--- src/rtl/mem_access_sequencer_if.sv ---
// Request, data-memory and completion signals of the MEM-stage access sequencer.
// The sequencer takes the slave side; the pipeline/cache model takes the master side.
interface mem_access_sequencer_if #(
    parameter int WIDTH = 16,
    parameter int CNT_W = 8
);
    localparam int BE_W = WIDTH / 8;

    // MEM-stage request
    logic             start;
    logic             op_write;
    logic             indirect;
    logic             byte_op;
    logic [WIDTH-1:0] addr;
    logic [WIDTH-1:0] wdata;
    logic [BE_W-1:0]  byte_sel;
    logic             flush;

    // Data-memory port
    logic             mem_resp;
    logic [WIDTH-1:0] mem_rdata;
    logic             mem_read;
    logic             mem_write;
    logic [WIDTH-1:0] mem_address;
    logic [WIDTH-1:0] mem_wdata;
    logic [BE_W-1:0]  mem_byte_enable;

    // Pipeline status and completion
    logic             stall;
    logic             done;
    logic [WIDTH-1:0] rdata_out;
    logic [CNT_W-1:0] wait_cycles;

    modport slave (
        input  start, op_write, indirect, byte_op, addr, wdata, byte_sel, flush,
        input  mem_resp, mem_rdata,
        output mem_read, mem_write, mem_address, mem_wdata, mem_byte_enable,
        output stall, done, rdata_out, wait_cycles
    );

    modport master (
        output start, op_write, indirect, byte_op, addr, wdata, byte_sel, flush,
        output mem_resp, mem_rdata,
        input  mem_read, mem_write, mem_address, mem_wdata, mem_byte_enable,
        input  stall, done, rdata_out, wait_cycles
    );
endinterface

--- src/rtl/mem_access_sequencer.sv ---
// Multi-cycle MEM-stage controller: direct and indirect (pointer-first) loads and
// stores, byte stores, variable-latency memory. Holds the pipeline with stall
// until the access completes and reports the number of memory wait cycles.
module mem_access_sequencer #(
    parameter int WIDTH = 16,
    parameter int CNT_W = 8
) (
    input  logic                   clk,
    input  logic                   reset,
    mem_access_sequencer_if.slave  bus
);
    localparam int BE_W  = WIDTH / 8;
    localparam int LSB_W = $clog2(BE_W);

    typedef enum logic [1:0] {
        IDLE = 2'd0,
        PTR  = 2'd1,
        DATA = 2'd2,
        DONE = 2'd3
    } state_t;

    state_t           r_state;
    logic             r_write;
    logic             r_byte;
    logic [WIDTH-1:0] r_wdata;
    logic [BE_W-1:0]  r_bsel;
    logic             r_kill;
    logic             r_busy;
    logic [CNT_W-1:0] r_cnt;
    logic             r_mem_read;
    logic             r_mem_write;
    logic [WIDTH-1:0] r_mem_address;
    logic [WIDTH-1:0] r_mem_wdata;
    logic [BE_W-1:0]  r_mem_be;
    logic             r_done;
    logic [WIDTH-1:0] r_rdata;
    logic [CNT_W-1:0] r_wait;

    logic             w_accept;
    logic             w_kill;
    logic [CNT_W-1:0] w_cnt_next;

    // Word accesses go out on a naturally aligned address.
    function automatic logic [WIDTH-1:0] align(input logic [WIDTH-1:0] a);
        return {a[WIDTH-1:LSB_W], {LSB_W{1'b0}}};
    endfunction

    // Byte accesses keep the full address so the cache can pick the lane.
    function automatic logic [WIDTH-1:0] data_addr(input logic [WIDTH-1:0] a,
                                                   input logic             is_byte);
        return is_byte ? a : align(a);
    endfunction

    // Only byte stores narrow the enables; byte loads read the whole word.
    function automatic logic [BE_W-1:0] data_be(input logic            is_write,
                                                input logic            is_byte,
                                                input logic [BE_W-1:0] sel);
        return (is_write && is_byte) ? sel : {BE_W{1'b1}};
    endfunction

    assign w_accept   = (r_state == IDLE) && bus.start && !bus.flush;
    assign w_kill     = r_kill || bus.flush;
    assign w_cnt_next = (r_cnt == {CNT_W{1'b1}}) ? r_cnt : r_cnt + CNT_W'(1);

    // Sequencer state, latched request, memory port and completion registers.
    // NOTE: every register here uses <= so all reads see the pre-edge values;
    // mixing in blocking assignments would make the result depend on statement order.
    always_ff @(posedge clk) begin
        if (reset) begin
            r_state       <= IDLE;
            r_write       <= 1'b0;
            r_byte        <= 1'b0;
            r_wdata       <= '0;
            r_bsel        <= '0;
            r_kill        <= 1'b0;
            r_busy        <= 1'b0;
            r_cnt         <= '0;
            r_mem_read    <= 1'b0;
            r_mem_write   <= 1'b0;
            r_mem_address <= '0;
            r_mem_wdata   <= '0;
            r_mem_be      <= '0;
            r_done        <= 1'b0;
            r_rdata       <= '0;
            r_wait        <= '0;
        end else begin
            case (r_state)
                IDLE: begin
                    r_kill <= 1'b0;
                    if (w_accept) begin
                        r_write <= bus.op_write;
                        r_byte  <= bus.byte_op;
                        r_wdata <= bus.wdata;
                        r_bsel  <= bus.byte_sel;
                        r_cnt   <= '0;
                        r_busy  <= 1'b1;
                        if (bus.indirect) begin
                            r_state       <= PTR;
                            r_mem_read    <= 1'b1;
                            r_mem_write   <= 1'b0;
                            r_mem_address <= align(bus.addr);
                            r_mem_be      <= {BE_W{1'b1}};
                            r_mem_wdata   <= '0;
                        end else begin
                            r_state       <= DATA;
                            r_mem_read    <= !bus.op_write;
                            r_mem_write   <= bus.op_write;
                            r_mem_address <= data_addr(bus.addr, bus.byte_op);
                            r_mem_be      <= data_be(bus.op_write, bus.byte_op, bus.byte_sel);
                            r_mem_wdata   <= bus.op_write ? bus.wdata : '0;
                        end
                    end
                end

                PTR: begin
                    if (!bus.mem_resp) begin
                        r_cnt <= w_cnt_next;
                        if (bus.flush) r_kill <= 1'b1;
                    end else if (w_kill) begin
                        // Killed: the pointer read has finished, so drop out quietly.
                        r_state    <= IDLE;
                        r_busy     <= 1'b0;
                        r_mem_read <= 1'b0;
                    end else begin
                        // The fetched pointer becomes the data-phase address directly.
                        r_state       <= DATA;
                        r_mem_read    <= !r_write;
                        r_mem_write   <= r_write;
                        r_mem_address <= data_addr(bus.mem_rdata, r_byte);
                        r_mem_be      <= data_be(r_write, r_byte, r_bsel);
                        r_mem_wdata   <= r_write ? r_wdata : '0;
                    end
                end

                DATA: begin
                    if (!bus.mem_resp) begin
                        r_cnt <= w_cnt_next;
                        if (bus.flush) r_kill <= 1'b1;
                    end else begin
                        r_busy      <= 1'b0;
                        r_mem_read  <= 1'b0;
                        r_mem_write <= 1'b0;
                        if (w_kill) begin
                            r_state <= IDLE;
                        end else begin
                            r_state <= DONE;
                            r_done  <= 1'b1;
                            r_wait  <= r_cnt;
                            if (!r_write) r_rdata <= bus.mem_rdata;
                        end
                    end
                end

                DONE: begin
                    r_done  <= 1'b0;
                    r_state <= IDLE;
                end

                default: r_state <= IDLE;
            endcase
        end
    end

    // Stall is registered while an access is in flight, plus the accept term so
    // the stage presenting the request is held in the same cycle.
    assign bus.stall           = r_busy || w_accept;
    assign bus.mem_read        = r_mem_read;
    assign bus.mem_write       = r_mem_write;
    assign bus.mem_address     = r_mem_address;
    assign bus.mem_wdata       = r_mem_wdata;
    assign bus.mem_byte_enable = r_mem_be;
    assign bus.done            = r_done;
    assign bus.rdata_out       = r_rdata;
    assign bus.wait_cycles     = r_wait;
endmodule

--- src/flat_wrapper.sv ---
// flat-port wrapper written by rule: the top's interface ports become plain ports
module mem_access_sequencer_flat 
#(
    parameter int WIDTH = 16,
    parameter int CNT_W = 8
)
  (clk, reset, bus_start, bus_op_write, bus_indirect, bus_byte_op, bus_addr, bus_wdata, bus_byte_sel, bus_flush, bus_mem_resp, bus_mem_rdata, bus_mem_read, bus_mem_write, bus_mem_address, bus_mem_wdata, bus_mem_byte_enable, bus_stall, bus_done, bus_rdata_out, bus_wait_cycles);
  mem_access_sequencer_if #(.WIDTH(WIDTH), .CNT_W(CNT_W)) bus_i ();
  input  logic clk;
  input  logic reset;
  input wire logic [$bits(bus_i.start)-1:0] bus_start;
  input wire logic [$bits(bus_i.op_write)-1:0] bus_op_write;
  input wire logic [$bits(bus_i.indirect)-1:0] bus_indirect;
  input wire logic [$bits(bus_i.byte_op)-1:0] bus_byte_op;
  input wire logic [$bits(bus_i.addr)-1:0] bus_addr;
  input wire logic [$bits(bus_i.wdata)-1:0] bus_wdata;
  input wire logic [$bits(bus_i.byte_sel)-1:0] bus_byte_sel;
  input wire logic [$bits(bus_i.flush)-1:0] bus_flush;
  input wire logic [$bits(bus_i.mem_resp)-1:0] bus_mem_resp;
  input wire logic [$bits(bus_i.mem_rdata)-1:0] bus_mem_rdata;
  output wire logic [$bits(bus_i.mem_read)-1:0] bus_mem_read;
  output wire logic [$bits(bus_i.mem_write)-1:0] bus_mem_write;
  output wire logic [$bits(bus_i.mem_address)-1:0] bus_mem_address;
  output wire logic [$bits(bus_i.mem_wdata)-1:0] bus_mem_wdata;
  output wire logic [$bits(bus_i.mem_byte_enable)-1:0] bus_mem_byte_enable;
  output wire logic [$bits(bus_i.stall)-1:0] bus_stall;
  output wire logic [$bits(bus_i.done)-1:0] bus_done;
  output wire logic [$bits(bus_i.rdata_out)-1:0] bus_rdata_out;
  output wire logic [$bits(bus_i.wait_cycles)-1:0] bus_wait_cycles;
  assign bus_i.start = bus_start;
  assign bus_i.op_write = bus_op_write;
  assign bus_i.indirect = bus_indirect;
  assign bus_i.byte_op = bus_byte_op;
  assign bus_i.addr = bus_addr;
  assign bus_i.wdata = bus_wdata;
  assign bus_i.byte_sel = bus_byte_sel;
  assign bus_i.flush = bus_flush;
  assign bus_i.mem_resp = bus_mem_resp;
  assign bus_i.mem_rdata = bus_mem_rdata;
  assign bus_mem_read = bus_i.mem_read;
  assign bus_mem_write = bus_i.mem_write;
  assign bus_mem_address = bus_i.mem_address;
  assign bus_mem_wdata = bus_i.mem_wdata;
  assign bus_mem_byte_enable = bus_i.mem_byte_enable;
  assign bus_stall = bus_i.stall;
  assign bus_done = bus_i.done;
  assign bus_rdata_out = bus_i.rdata_out;
  assign bus_wait_cycles = bus_i.wait_cycles;
  mem_access_sequencer #(.WIDTH(WIDTH), .CNT_W(CNT_W)) u_core (.clk(clk), .reset(reset), .bus(bus_i));
endmodule
--- config.mk ---
export PLATFORM = sky130hd
export DESIGN_NAME = mem_access_sequencer_flat
export DESIGN_NICKNAME = d
export VERILOG_FILES = /design/src/rtl/mem_access_sequencer_if.sv /design/src/rtl/mem_access_sequencer.sv /design/src/flat_wrapper.sv
export SDC_FILE = /design/constraint.sdc
export NUM_CORES = 1
export LEC_CHECK = 0
export BUFFER_PORTS_ARGS = -buffer_cell sky130_fd_sc_hd__buf_2
export CAP_MARGIN = 20
export CORE_AREA = 5 5 122 124
export CTS_CLUSTER_SIZE = 20
export DETAILED_ROUTE_END_ITERATION = 7
export DIE_AREA = 0 0 127 129
export PLACE_DENSITY = 0.53
export RECOVER_POWER = 25
export SLEW_MARGIN = 5
export SYNTH_ARGS = -nofsm -noshare
export SYNTH_HDL_FRONTEND = slang
export SYNTH_SLANG_ARGS = --single-unit
--- constraint.sdc ---
create_clock -name clk -period 2.15 [get_ports clk]
set_input_delay 0.645 -clock clk [delete_from_list [all_inputs] [get_ports clk]]
set_output_delay 0.645 -clock clk [all_outputs]
set_load 0.005 [all_outputs]
==> results_dict.tcl, run 1 <==
set metrics [dict create \
    status "completed" \
    end_kind "output pin" \
    place_ws_ns 0.0985 \
    synth_nets 534 \
    maxSlewViolCount 0 \
    grt_max_degree 69 \
    skew_ns 0.00417 \
    io_pins 120 \
    vias 3802 \
    cts-htree-levels 3 \
    whs_endpoint "u_core.r_wdata[3]" \
    reg2reg_depth 8 \
    drt_iter0_drc 203 \
    clock_path_buffers 2 \
    cts.sinks 93 \
    vias_per_cell 4.92 \
    detailed_place_hpwl_um 8320 \
    final_util_pct 38.2 \
    setup_viol 0 \
    r2r_start "u_core.r_state[1]" \
    synth_warnings 0 \
    synth_top_area_share_pct 46.6 \
    drc 0 \
    ant_nets 0 \
    root_buffer "clkbuf_16" \
    dpl.cell_count 754 \
    cp.arrival_ns 1.42 \
    ff2ff_setup_slack_ns 0.18 \
    clkLatencyLatePin_ns 0.34 \
    synthTopCellsByArea "dfxtp_1, nand2_1, a211oi_1" \
    synth_top_family_by_area "compound AO/OA/AOI/OAI gates" \
    area_delta_synth_final_pct 30.6 \
    fin_ws_ns 0.0816 \
    synthSimpleGateAreaFrac_pct 18.9 \
    finalSetupTns_ns 0 \
    start_util_pct 29.3 \
    dpl_cell_area_um2 4880 \
    hold_start "u_core.r_wdata[3]" \
    leakage_nw 2.02 \
    cellPowerDensity_nw_per_um2 1110 \
    syn_area_um2 4000 \
    rsz0062_at_grt "false" \
    synth_seq_area_share_pct 46.6 \
    p_int_w 0.00383 \
    die_w_um 127 \
    antenna_found_initial 1 \
    avgRoutedWirePerCell_um 16.0 \
    cts_tree "yes" \
    grt.total_usage_pct 14.5 \
    port_buffers 119 \
    dieArea_um2 16400 \
    cts_buffers 9 \
    cts_hold_buf 0 \
    critPathKind "flip-flop to output pin" \
    drtPass1Iterations 4 \
    worstHoldPathType "flip-flop to flip-flop" \
    first_global_vias 3688 \
    grt-ovfl-total 0 \
    synth-compound-area-share_pct 23.6 \
    diodes 0 \
    synth_xor_area_share_pct 0 \
    slew_headroom_pct 58.0 \
    async_flop_share_pct 0 \
    drive_gt1_share_pct 25.6 \
    ys_ff_latch 93 \
    fin_nets 652 \
    row_count 43 \
    yosys.area_share.adder_pct 1.88 \
    die_y_um 129 \
    crit_fanout 5 \
    combPwrFrac_pct 34.7 \
    maxCapViolations 0 \
    gp_congestion 0.880 \
    hold_depth 2 \
    timing.final.crit_share_pct 96.2 \
    yosys.area.top_type "dfxtp_1" \
    clock.fmax_mhz 483 \
    seqPwrFrac_pct 37.2 \
    fillers 1420 \
    synthCells 470 \
    synth_edf_count 0 \
    critical_path.startpoint "u_core.r_state[1]" \
    stdcell_area_um2 5220 \
    synth_top_flop_cell "dfxtp_1" \
    avgSynthCellArea_um2 8.51 \
    period_needed_ns 2.07 \
    synth_cell_types 40 \
    r2r_end "u_core.bus.mem_byte_enable[0]" \
    muxShareOfSynthArea_pct 4.51 \
    clk_pin_slew_ns 0.06 \
    switchingPower_w 0.00195 \
    coreArea_um2 13700 \
    tightest_slew_ns 0.622 \
    fin_cells 773 \
    grt_pass1_wl_um 18900 \
    p_clk_share_pct 28.2 \
    irDropWorstVdd_mv 0.340 \
    wirelength_um 12400 \
    swShare_pct 33.8 \
    hold_viol 0 \
    required_ns 1.50 \
    worstSetupStartpointType "flip-flop" \
]
## worst max path at each step
stage	cells past startpoint	endpoint	slack, ns
floorplan	6	u_core.r_cnt[0]	0.20
global placement	6	u_core.r_cnt[0]	0.15
detailed placement	6	u_core.r_cnt[0]	0.1
CTS	6	bus_stall	0.02
global route	6	bus_stall	0.02
finish	6	bus_stall	0.08
## per-layer routing
layer	up-vias	GRT usage [%]	wire length, um
met5	-	0	11
met4	2	6.88	271
met3	21	3.32	718
met2	112	21.9	5230
met1	1757	19.5	6120
li1	1910	-	-
## layout by cell type (no fill, tap or decap), types with 3 or more instances in the layout
cell type and instances:
buf_12 3, mux2i_1 18, a211oi_1 36, nand2_1 76
a22oi_1 17, clkbuf_16 10, clkbuf_1 19, buf_4 20
and3_1 5, nand3_1 9, nor2_1 44, a31oi_1 5
or4_1 4, inv_1 4, a2111oi_0 3, a21oi_1 53
o21ai_0 24, nand2b_1 7, dfxtp_1 91, ha_1 4
buf_2 101
## critical path, stage by stage, from the launching register on
cell and delay [ns]:
dfxtp_2 0.38, inv_1 0.10, ha_4 0.17, buf_4 0.14, nand3b_1 0.12, nand2b_1 0.06, buf_2 0.12
## stage by stage
step                      hold slack (ns)  power [W]
final                               0.455    0.00578
after global routing                0.468    0.00619
after CTS                           0.456    0.00579
after detailed placement            0.447    0.00408
after global placement              0.441    0.00405
after floorplan                     0.436    0.00339
## synth_stat cells, types with 6 or more instances
library cell  instances
a22oi_1              17
o21ai_0              24
mux2i_1              18
nor2_1               44
clkbuf_1             25
a21oi_1              53
buf_2                12
nand2_1              76
dfxtp_1              93
ha_1                  6
a211oi_1             36
nand2b_1              7
nand3_1               9
## sequential cells by signal, summed over array words and instances, names as in the netlist
| register | count |
|---|---|
| u_core.bus.wait_cycles | 8 |
| u_core.r_kill | 1 |
| u_core.r_busy | 1 |
| u_core.r_wdata | 16 |
| u_core.r_bsel | 2 |
| u_core.bus.mem_address | 16 |
| u_core.bus.rdata_out | 16 |
| u_core.r_write | 1 |
| u_core.bus.done | 1 |
| u_core.r_state | 2 |
| u_core.r_cnt | 8 |
| u_core.bus.mem_write | 1 |
| u_core.bus.mem_read | 1 |
| u_core.r_byte | 1 |
| u_core.bus.mem_byte_enable | 2 |
| u_core.bus.mem_wdata | 16 |
## power by group through the flow
stage	Sequential [W]	Combinational, W	Clock [W]
floorplan	0.00218	0.00121	0
global placement	0.00217	0.00188	0
detailed placement	0.00218	0.00190	0
CTS	0.00215	0.00195	0.00169
global route	0.00219	0.00223	0.00176
finish	0.00215	0.00200	0.00163
## kinds of logic (layout without fill, tap and decap cells)
kind of cell	count (synthesis)	count (layout)
and+or+nand+nor	164	164
adders and majority gates	6	6
AOI/OAI and AO/OA	147	147
muxes	18	18
DFF	93	93
buffers and inverters	42	165
## timing repair
| item | CTS | global route |
|---|---|---|
| gates resized for setup | 4 | 3 |
| pin swaps | 0 | 2 |
| endpoints found under the setup margin | 1 | 2 |
| endpoints found under the hold margin | 0 | 0 |
| cloned | 0 | 2 |
| buffers inserted | 0 | 1 |
## layout make-up
class / count / area (um2) / area share, %
Timing Repair Buffer: 145 / 831 / 15.9
Multi-Input combinational cell: 335 / 1980 / 37.9
Tap cell: 180 / 225 / 4.31
Inverter: 4 / 15.0 / 0.288
Clock inverter: 3 / 43.8 / 0.839
Sequential cell: 93 / 1870 / 35.8
Clock buffer: 13 / 260 / 4.99
No activity file was read; power rests on OpenSTA's default activity.
==> run 2, diff against run 1 <==
CORE_AREA = 5 5 95 97   (was 5 5 122 124)
DIE_AREA = 0 0 100 102   (was 0 0 127 129)
PLACE_DENSITY = 0.8   (was 0.53)
==> run 2 against run 1 <==
  * Sequential power hardly changed
  * Global-route usage is 6.7 points higher
  * Combinational power is 3% lower
  * Non-clock buffer count is 3 lower
  * Hold slack better by 0.0047 ns
  * First-iteration DRC count is 37% lower
  * Total power is 6.5% lower
  * Setup slack better by 0.027 ns
==> results_dict.tcl, run 2 (same netlist as run 1, synthesis figures left out) <==
set metrics [dict create \
    hold_depth 2 \
    layout_common_cells "buf_2, dfxtp_1, nand2_1, a21oi_1, nor2_1" \
    end_kind "output pin" \
    clkLatencyLatePin_ns 0.36 \
    irDropWorstVdd_mv 0.445 \
    clock_path_buffers 2 \
    cellPowerDensity_nw_per_um2 1080 \
    fin_nets 649 \
    hold_viol 0 \
    coreArea_um2 8050 \
    diodes 0 \
    switchingPower_w 0.00189 \
    skew_ns 0.00796 \
    r2r_end "u_core.bus.mem_wdata[15]" \
    rsz0062_at_grt "false" \
    gp_congestion 0.864 \
    grt.total_usage_pct 21.1 \
    cts_buffers 9 \
    p_clk_share_pct 24.7 \
    start_util_pct 49.7 \
    p_int_w 0.00351 \
    period_needed_ns 2.04 \
    slew_headroom_pct 40.7 \
    maxSlewViolCount 0 \
    tightest_slew_ns 0.890 \
    swShare_pct 35.0 \
    vias_per_cell 5.51 \
    cp_cell_sequence "inv_1 > ha_4 > nand3b_1 > nand2b_1 > buf_2" \
    hold_start "u_core.r_wdata[2]" \
    dpl_cell_area_um2 4780 \
    wirelength_um 10900 \
    ff2ff_setup_slack_ns 0.14 \
    drive_gt1_share_pct 26.4 \
    antenna_found_initial 0 \
    cts-htree-levels 3 \
    r2r_start "u_core.r_state[1]" \
    ant_nets 0 \
    root_buffer "clkbuf_8" \
    whs_ns 0.460 \
    drtPass1Iterations 5 \
    finalSetupTns_ns 0 \
    required_ns 1.50 \
    reg2reg_depth 8 \
    vias 3828 \
    power_w 0.00541 \
    grt-ovfl-total 0 \
    combPwrFrac_pct 35.7 \
    area_delta_synth_final_pct 25.5 \
    seqPwrFrac_pct 39.6 \
    cts.sinks 93 \
    row_count 33 \
    stdcell_area_um2 5020 \
    crit_fanout 12 \
    drc 0 \
    leakage_nw 1.99 \
    grt_pass1_wl_um 17300 \
    port_buffers 119 \
    die_y_um 102 \
    timing.final.crit_share_pct 94.9 \
    layout_commonest_cell "buf_2" \
    grt_max_degree 69 \
    die_w_um 100 \
    maxCapViolations 0 \
    drt_iter0_drc 128 \
    setup_viol 0 \
    slowest_delay_ns 0.36 \
    avgRoutedWirePerCell_um 15.7 \
    first_global_vias 3546 \
    clock.fmax_mhz 490 \
    fin_cells 695 \
    status "completed" \
    dieArea_um2 10200 \
    dpl.cell_count 679 \
    cp.arrival_ns 1.40 \
    clk_pin_slew_ns 0.10 \
    slowest_stage "dfxtp_2" \
    whs_endpoint "u_core.r_wdata[2]" \
    detailed_place_hpwl_um 7820 \
    cts_tree "yes" \
    io_pins 120 \
    worstSetupStartpointType "flip-flop" \
    fillers 726 \
    critPathKind "flip-flop to output pin" \
    worstHoldPathType "flip-flop to flip-flop" \
]
==> run 2: cell types whose count changed in the layout (fill, tap and decap cells not counted), moves of 2 or more <==
cell,change
clkbuf_8,+8
buf_2,+6
clkbuf_1,-6
clkbuf_16,-9
buf_6,-2
==> run 2: routing by layer <==
metal,vias up,part of all wire [%],global-route usage (%)
met5,-,0,0
met4,0,1.4,6.74
met3,15,6.4,3.28
met2,140,47,35.4
met1,1762,45,28.2
li1,1911,-,-
==> run 2: cell type report <==
type	count	area [um2]	share of cell area [%]
multi-input cells	335	1980	39.5
flip-flops and latches	93	1860	37.1
repair buffers	142	792	15.8
clock buffers	10	138	2.74
well taps	105	131	2.62
clock inverters	6	93.8	1.87
inverters	4	15.0	0.299
==> run 2: per-stage QoR <==
stage          utilization, %  worst slack (ns)
2_1_floorplan               -             0.201
3_3_place_gp             59.3             0.157
3_5_place_dp             59.3            0.0867
4_1_cts                  62.4            0.0588
5_1_grt                  62.3            0.0207
6_report                 62.3             0.109
==> run 2: how the worst max path moves through the flow <==
| stage | from | end | cells after the start |
|---|---|---|---|
| 2_1_floorplan | u_core.r_state[0] | u_core.r_cnt[0] | 6 |
| 3_3_place_gp | bus_flush | u_core.r_cnt[0] | 5 |
| 3_5_place_dp | u_core.r_state[0] | u_core.bus.mem_wdata[3] | 7 |
| 4_1_cts | u_core.r_state[0] | bus_stall | 5 |
| 5_1_grt | u_core.r_state[0] | u_core.r_cnt[5] | 7 |
| 6_report | u_core.r_state[0] | bus_stall | 5 |
==> run 2: repair_timing <==
| item | CTS | global route |
|---|---|---|
| resized for setup | 2 | 4 |
| endpoints found under the setup margin | 1 | 20 |
| buffers inserted | 0 | 0 |
| hold buffers | 0 | 0 |
==> run 2: power groups by stage <==
stage	clock (W)	combinational (W)	sequential, W
6_report	0.00133	0.00193	0.00214
5_1_grt	0.00143	0.00214	0.00218
4_1_cts	0.00135	0.00192	0.00214
3_5_place_dp	0	0.00187	0.00218
3_3_place_gp	0	0.00183	0.00217
2_1_floorplan	0	0.00121	0.00218
==> run 2: critical path: cells and delay by family (launching register included) <==
family | cells | cell delay [ns]
flip-flops | 1 | 0.36
AND/OR/NAND/NOR | 2 | 0.24
adder cells (fa/ha/maj) | 1 | 0.22
buffers and inverters | 2 | 0.23
==> run 3, diff against run 2 <==
SETUP_SLACK_MARGIN = 0.5   (was unset)
==> run 3 against run 2 <==
  * Critical path depth up 3
  * Non-clock buffer count rose by 31
  * Critical endpoint is now u_core.r_cnt[5]
  * Maximum frequency grew 2.3%
  * Sequential power about the same
  * Cell count up 4.6%
  * Routed wire length is 18% higher
  * Die area is the same
  * Combinational power is 65% higher
  * Register-to-register slack about the same
==> results_dict.tcl, run 3 (same netlist as run 1, synthesis figures left out) <==
set metrics [dict create \
    status "completed" \
    drive_gt1_share_pct 35.4 \
    detailed_place_hpwl_um 7640 \
    seqPwrFrac_pct 33.3 \
    hold_viol 0 \
    dieArea_um2 10200 \
    tightest_slew_ns 0.767 \
    clock.fmax_mhz 501 \
    finalSetupTns_ns 0 \
    gp_congestion 0.842 \
    port_buffers 119 \
    worstSetupStartpointType "flip-flop" \
    p_clk_share_pct 17.6 \
    die_w_um 100 \
    timing.final.crit_share_pct 92.8 \
    clock_path_buffers 2 \
    layout_common_cells "buf_2, dfxtp_1, nand2_1, a21oi_1, nor2_1" \
    switchingPower_w 0.00238 \
    cellPowerDensity_nw_per_um2 1130 \
    skew_ns 0.0163 \
    met3_length_um 1080 \
    end_kind "flip-flop" \
    area_delta_synth_final_pct 43.4 \
    cp.arrival_ns 2.24 \
    coreArea_um2 8050 \
    layout_commonest_cell "buf_2" \
    die_y_um 102 \
    clk_pin_slew_ns 0.10 \
    period_needed_ns 2.00 \
    io_pins 120 \
    setup_viol 0 \
    cts-htree-levels 3 \
    grt_pass1_wl_um 19200 \
    topRoutingLayerUsed "met4" \
    grt_max_degree 35 \
    cts.sinks 93 \
    cts_tree "yes" \
    critPathKind "flip-flop to flip-flop" \
    first_global_vias 3954 \
    drc 0 \
    power_w 0.00647 \
    avgRoutedWirePerCell_um 17.7 \
    drtPass1Iterations 7 \
    clkLatencyLatePin_ns 0.36 \
    crit_fanout 6 \
    slew_headroom_pct 48.9 \
    ff2ff_setup_slack_ns 0.15 \
    drt_iter0_drc 191 \
    wl_met2_um 6190 \
    irDropWorstVdd_mv 0.529 \
    start_util_pct 49.7 \
    swShare_pct 36.7 \
    worstHoldPathType "flip-flop to flip-flop" \
    fillers 615 \
    vias 4166 \
    grt.total_usage_pct 23.3 \
    wirelength_um 12800 \
    grt-ovfl-total 0 \
    fin_nets 680 \
    rsz0062_at_grt "true" \
    seqCellArea_um2 1860 \
    wl_met1_um 5260 \
    row_count 33 \
    maxCapViolations 0 \
    maxSlewViolCount 0 \
    multi_input_area_um2 2220 \
    required_ns 2.39 \
    combPwrFrac_pct 49.1 \
    cts_buffers 9 \
    root_buffer "clkbuf_8" \
    p_int_w 0.00410 \
    ant_nets 0 \
    leakage_nw 2.23 \
    vias_per_cell 5.73 \
    antenna_found_initial 0 \
]
[run 3: worst paths after layout]
kind / cells past startpoint / endpoint / from
max: 8 / u_core.r_cnt[5] / u_core.r_state[0]
min: 2 / u_core.bus.wait_cycles[5] / u_core.bus.wait_cycles[5]
max reg2reg: 8 / u_core.r_cnt[5] / u_core.r_state[0]
min reg2reg: 2 / u_core.bus.wait_cycles[5] / u_core.bus.wait_cycles[5]
[run 3: layout make-up]
class	instances	area share (%)
diodes	1	0.0437
clock buffers	10	2.40
clock inverters	6	0.895
inverters	4	0.306
multi-input cells	335	38.8
flip-flops and latches	93	32.5
well taps	105	2.29
repair buffers	173	22.8
[run 3: worst max-delay path: stages (launching register included)]
cell and delay [ns]:
dfxtp_1 0.45, inv_4 0.06, ha_4 0.17, buf_4 0.14, buf_8 0.13, buf_4 0.13
a211oi_4 0.36, a21oi_1 0.11, a2111oi_0 0.32
[run 3: routing by layer]
metal	track usage, %	up-vias
met5	0	-
met4	9.02	0
met3	4.64	30
met2	39.9	184
met1	29.0	1975
li1	-	1977
[run 3: stage by stage]
stage               worst slack, ns  cell area [um2]  utilization, %  hold WS [ns]  instances
floorplan                     0.301             4060               -         0.436        470
global placement              0.192             4750            59.0         0.441        671
detailed placement            0.105             4750            59.0         0.446        671
CTS                           0.256             5450            67.7         0.460        713
global route                 0.0914             5730            71.2         0.479        726
finish                        0.155             5730            71.2         0.458        727
[run 3: power groups by stage]
stage                     Clock, W  Combinational (W)  Sequential, W
after floorplan                  0            0.00129        0.00218
after global placement           0            0.00183        0.00216
after detailed placement         0            0.00189        0.00218
after CTS                  0.00116            0.00263        0.00214
after global routing       0.00124            0.00340        0.00218
final                      0.00114            0.00318        0.00216
[run 3: what timing repair did]
item / 4_1_cts / 5_1_grt
setup endpoints to repair: 65 / 70
gates resized for setup: 36 / 41
cloned: 9 / 3
pin swaps: 27 / 16
hold buffers: 0 / 0
buffers inserted: 17 / 10
